===== config.mk =====
export PLATFORM = sky130hd
export DESIGN_NAME = arbitrated_requester
export DESIGN_NICKNAME = d
export VERILOG_FILES = /design/src/rtl/arbitrated_requester.sv
export SDC_FILE = /design/constraint.sdc
export NUM_CORES = 1
export LEC_CHECK = 0
export ABC_CLOCK_PERIOD_IN_PS = 4540
export BUFFER_PORTS_ARGS = -buffer_cell sky130_fd_sc_hd__buf_2
export CORE_AREA = 5 5 46 48
export DETAILED_ROUTE_END_ITERATION = 10
export DIE_AREA = 0 0 51 53
export PLACE_DENSITY_LB_ADDON = 0.25
export SYNTH_ARGS = -nofsm -noshare
export SYNTH_HDL_FRONTEND = slang
export SYNTH_SLANG_ARGS = --single-unit

===== constraint.sdc =====
create_clock -name clock -period 4.54 [get_ports clock]
set_clock_uncertainty 0.1 [all_clocks]
set_input_delay 0.227 -clock clock [delete_from_list [all_inputs] [get_ports clock]]
set_output_delay 0.227 -clock clock [all_outputs]
set_load 0.05 [all_outputs]

===== src/rtl/arbitrated_requester.sv =====
// Requestor-side arbiter endpoint: holds one request bit, forwards one burst per grant
// onto a shared one-hot-muxed path, and keeps every output at zero while not granted.
module arbitrated_requester #(
  parameter int WORD_WIDTH  = 8,
  parameter int MAX_BEATS   = 16,
  parameter int COUNT_WIDTH = 5
) (
  input  logic                  clock,
  input  logic                  reset_n,
  input  logic                  in_valid,
  output logic                  in_ready,
  input  logic [WORD_WIDTH-1:0] in_data,
  input  logic                  in_last,
  output logic                  request,
  input  logic                  grant,
  output logic                  out_valid,
  input  logic                  out_ready,
  output logic [WORD_WIDTH-1:0] out_data,
  output logic                  out_last,
  output logic                  busy,
  output logic                  error
);

  typedef enum logic [1:0] {
    IDLE     = 2'd0,
    REQUEST  = 2'd1,
    TRANSFER = 2'd2,
    RELEASE  = 2'd3
  } state_e;

  localparam logic [COUNT_WIDTH-1:0] LAST_CNT = COUNT_WIDTH'(MAX_BEATS - 1);

  state_e                 state_q, state_d;
  logic                   request_q, request_d;
  logic                   error_q, error_d;
  logic [COUNT_WIDTH-1:0] count_q, count_d;
  logic                   accept;

  always_ff @(posedge clock or negedge reset_n) begin
    if (!reset_n) begin
      state_q   <= IDLE;
      request_q <= 1'b0;
      error_q   <= 1'b0;
      count_q   <= '0;
    end else begin
      state_q   <= state_d;
      request_q <= request_d;
      error_q   <= error_d;
      count_q   <= count_d;
    end
  end

  always_comb begin
    state_d   = state_q;
    error_d   = error_q;
    count_d   = count_q;
    accept    = 1'b0;
    in_ready  = 1'b0;
    out_valid = 1'b0;
    out_data  = '0;
    out_last  = 1'b0;
    unique case (state_q)
      IDLE: begin
        if (in_valid) state_d = REQUEST;
      end
      REQUEST: begin
        if (grant) begin
          state_d = TRANSFER;
          count_d = '0;
        end
      end
      TRANSFER: begin
        if (grant) begin
          out_valid = in_valid;
          in_ready  = out_ready;
          out_data  = in_data;
          out_last  = in_last | (count_q == LAST_CNT);
          accept    = in_valid & out_ready;
          if (accept) begin
            count_d = count_q + COUNT_WIDTH'(1);
            if (out_last) state_d = RELEASE;
          end
        end else begin
          // Grant lost mid-burst: drive nothing this cycle and give up the slot.
          error_d = 1'b1;
          state_d = RELEASE;
        end
      end
      RELEASE: begin
        state_d = in_valid ? REQUEST : IDLE;
      end
      default: state_d = IDLE;
    endcase
    // Request register tracks the state being entered, so it rises/falls on the same edge.
    request_d = (state_d == REQUEST) | (state_d == TRANSFER);
  end

  assign request = request_q;
  assign busy    = (state_q == REQUEST) | (state_q == TRANSFER);
  assign error   = error_q;

endmodule


Word-level counts from Yosys, hierarchy flattened --
Index checks and enable logic that the tools add are counted.
Cells by class: add/subtract/negate cells 1, equal/unequal tests 9, mux-type cells 19, bitwise operators 5, reduce and logical (&&, ||, !) cells 4
Operators with widths (number):
- $mux 8 | 2
- $mux 5 | 3
- $mux 2 | 5
- $pmux 5 s2 | 1
- $pmux 2 s4 | 1
- $mux 1 | 7
- $eq 2x2->1 const B | 3
- $ne 2x2->1 const B | 3
- $add 5x1->5 const B | 1
- $eq 5x4->1 const B | 1
- $eq 2x1->1 const B | 2
- $reduce_and 4->1 | 1
- $or 1x1->1 | 3
- $logic_not 2->1 | 1
- $reduce_and 2->1 | 1
- $reduce_bool 2->1 | 1
- $and 1x1->1 | 1
- $not 1->1 | 1
Storage, ports and cells: register bits after elaboration 9, output and inout bits 14, word-level logic and storage cells 42

Depth between registers and ports, before layout --
word-level depth 8, mapped depth 7

Worst setup path after synthesis --
OpenSTA, ideal clock, no wires.
path type flip-flop to output port, start reg count_q[0], end out out_last, arrival time 1.957 ns, setup slack 2.256 ns, cell stages (with the launch flop) 6, cells stage by stage dfrtp_1 > ha_1 > and3_1 > ha_1 > nor2_1 > nor3_1
On the way: cells in the longest elaborated chain, start to end 4
RTL lines:
- from (decl) | line 36 | logic [COUNT_WIDTH-1:0] count_q, count_d;
- from (signal assigned) | line 49 | count_q <= count_d;
- $eq 5x4->1 | line 77 | out_last = in_last | (count_q == LAST_CNT);
- $or 1x1->1 | line 77
- $mux 1 | line 73 | if (grant) begin
- $mux 1 | line 62 | unique case (state_q)
- to (decl) | line 19 | output logic out_last,
Every way passes these cells.

Worst setup path in the final report --
start reg state_q[0], end out out_last
On the way: cells in the longest elaborated chain, start to end 2
RTL lines:
- from (decl) | line 33 | state_e state_q, state_d;
- from (signal assigned) | line 46 | state_q <= state_d;
- $eq 2x2->1 | line 62
- $mux 1 | line 62
Every way passes these cells.

==> run summary <==
The via count of the first global-routing pass is 653. The data arrival time of the critical path is 1.87 ns. Clock tree synthesis selected as its root buffer the cell sky130_fd_sc_hd__clkbuf_4. The number of routed nets with antenna violations is 0. The sequential-to-total area share from yosys stat came out at 32.8%. Overall power consumption after layout is estimated at 478 uW.

Tracing the worst setup path back leads to its startpoint at state_q[0]. The number of antenna diodes in the final layout is 0. The CTS buffer count came out at 3. The area of the multi-input gates is 427 um^2. The number of buffers on the longest clock path is 2. Fill cells in the final layout number 165. The via total after detailed routing is 680. The DRC violation count after routing came out at 0. The number of distinct library cell variants in the gate-level netlist after synthesis is 28. The number of pins with negative max-slew slack in the final report came out at 0.

Input and output buffers added on the ports amount to 27. The final RePlAce weighted congestion came out at 0.873. The width of the die came out at 51 um.

The cell leakage power is 0.486 nW. The shortest clock period the worst path allows after layout is 2.20 ns. Leaving out fill and tap cells, the most frequent cells in the layout are sky130_fd_sc_hd__buf_2 (27), sky130_fd_sc_hd__nand2_1 (10), sky130_fd_sc_hd__and3_1 (10).

The total wire length came out at 1.78 mm. The library cell used most frequently in the layout, excluding fill and tap cells, is sky130_fd_sc_hd__buf_2. The total nets after synthesis is 101. The register bit total from synthesis is 9.

The non-filler instance count after layout came out at 128. The number of placed cells counting well taps is 123. Setup repair after global routing left no endpoint under its margin.

The flow ran to the end, and the final reports show no timing, DRC or antenna violations. The maximum vdd drop came out at 0.314 mV. The number of placement rows came out at 15. For this design the ratio of total power to cell area is 549 nW/um^2. The tool flagged a number of max-cap violations equal to 0. Counting every sink on the clock net gives 9.

Setup violations remaining at the end of the flow were counted as 0. The worst-case hold slack is 0.240 ns. The area of all placed cells without fillers came out at 871 um^2. The netlist area before placement came out at 686 um^2. The global route total overflow is 0. The biggest fanout along the worst timing path is 15. The min-delay analysis places its worst path in the category in -> async. The endpoint identified for the worst register-to-register timing path is request. Measured in cells, the most critical reg-to-reg path has a length of 7. The maximum clock rate is 455 MHz.

For this run, the detailed router's first-pass iteration total came to 4. The number of synthesized flops with an enable pin came out at 0. Entering global routing, the biggest net connects 17 pins. The final routed wire length divided by cell count came out at 13.9 um. In this run the number of H-tree levels came out at 1.

The gate count after technology mapping came out at 81. At the worst endpoint, the required time is 4.21 ns. The number of antenna violations at the first check in global routing came out at 0. Summing all flip-flop and latch instances after layout gives 225 um^2. The worst relative slew slack came out at 60.0%. The area overhead of the layout relative to synthesis is 27.0%. The category of the worst setup path launch point is a flop. The CTS clock-pin slew for the worst setup and hold paths is 0.07 ns.

After layout, the worst setup slack is 2.34 ns. The most critical setup path has its endpoint at out_last. The number of warning messages in the yosys log is 0. The hold violation total from the final report was 0. TritonCTS built the clock tree. The worst register-to-register path has a setup slack of 2.58 ns. The clock latency on the worst-skew pair is 0.27 ns. The path type of the worst setup path is reg -> out. The fraction of layout cells with a size suffix above 1 came out at 32.4%. The die extent in y came out at 53 um. The worst setup slack before clock tree synthesis is 2.59 ns. The placed wire-length estimate is 1.36 mm.

The final sum of negative setup slack came out at 0 ns. Once the floorplan was initialized, standard cells occupied 41.0% of the core. The top-level port count is 28.

The detailed router's first-iteration violation count came out at 6. The startpoint identified for the worst register-to-register timing path is count_q[0]. The instance area after placement is 835 um^2. Among all flip-flop cells after synthesis, the most frequent one is sky130_fd_sc_hd__dfrtp_1. Averaged over all synthesized cells, the footprint is 8.46 um^2. The die footprint is 2700 um^2. The placeable core region is 1670 um^2. For the pin with the worst max-slew slack, the measured transition is 0.594 ns. The wire length of the first global-routing pass is 2.92 mm. The final core utilization came out at 52.1%. The async set or reset register ratio after synthesis is 100%. The worst setup path is captured at an output port.

The part of the cycle the worst path needs is 48.4%. The detailed-route vias per instance came out at 5.31. Across every metal layer, demand over resource in global routing totals 14.4%. The final layout net count is 132.
[worst min path at each step]
| stage | start | cells after the start | endpoint | slack [ns] |
|---|---|---|---|---|
| 4_1_cts | reset_n | 2 | count_q[2] | 0.24 |
| 5_1_grt | reset_n | 2 | count_q[1] | 0.26 |
| 3_3_place_gp | reset_n | 1 | count_q[2] | 0.0006 |
| 3_5_place_dp | reset_n | 1 | count_q[2] | -0.0002 |
| 6_report | reset_n | 2 | count_q[2] | 0.24 |
| 2_1_floorplan | reset_n | 0 | count_q[0] | -0.17 |
[cells by family after synthesis]
kind of cell	after synthesis	synth area share, %
AOI/OAI and AO/OA	23	23.4
adders and majority gates	6	10.9
buffers and inverters	9	4.93
DFF	9	32.8
muxes	2	3.10
and+or+nand+nor	32	24.8
[registers in the layout, indices dropped and copies added, names as in the netlist]
signal / count
count_q: 5
error: 1
state_q: 2
request: 1
[power by group]
part	internal (mW)	switching [mW]	leakage, nW	total (mW)
clock network	0.0340	0.0306	0.0150	0.0646
logic	0.0945	0.184	0.356	0.279
registers	0.107	0.0282	0.115	0.135
[layer usage]
metal	up-vias	wire length (um)	GRT usage, %
li1	350	-	-
met1	315	750	15.9
met2	13	931	24.5
met3	2	80	5.63
met4	0	12	6.28
met5	-	0	0
[layout make-up]
class                           instances  area share, %
Clock buffer                            4           3.02
Inverter                                7           3.02
Multi-Input combinational cell         63           49.0
Sequential cell                         9           25.9
Tap cell                               17           2.44
Timing Repair Buffer                   28           16.7
[critical path, stage by stage, from the launching register on]
cell                      delay, ns
sky130_fd_sc_hd__dfrtp_1       0.44
sky130_fd_sc_hd__inv_1         0.11
sky130_fd_sc_hd__ha_1          0.38
sky130_fd_sc_hd__inv_1         0.18
sky130_fd_sc_hd__nor3_1        0.21
sky130_fd_sc_hd__buf_2         0.29
[synthesized netlist by cell type (2+ instances only)]
master	count	area share, %
sky130_fd_sc_hd__nand2_1	10	5.5
sky130_fd_sc_hd__a21oi_1	3	2.2
sky130_fd_sc_hd__nor2_1	4	2.2
sky130_fd_sc_hd__and3_1	10	9.1
sky130_fd_sc_hd__ha_1	6	11
sky130_fd_sc_hd__nand3_1	2	1.5
sky130_fd_sc_hd__clkbuf_1	2	1.1
sky130_fd_sc_hd__dfrtp_1	9	33
sky130_fd_sc_hd__o21a_1	2	2.2
sky130_fd_sc_hd__o21ai_1	2	1.5
sky130_fd_sc_hd__a21o_1	2	2.2
sky130_fd_sc_hd__inv_1	7	3.8
sky130_fd_sc_hd__o21ai_0	7	5.1
[repair_timing]
action / in CTS / in global routing
resized for setup: 0 / 0
hold buffers: 1 / 0
hold endpoints to repair: 9 / 0
buffers inserted: 0 / 0
No activity file was read; power rests on OpenSTA's default activity.
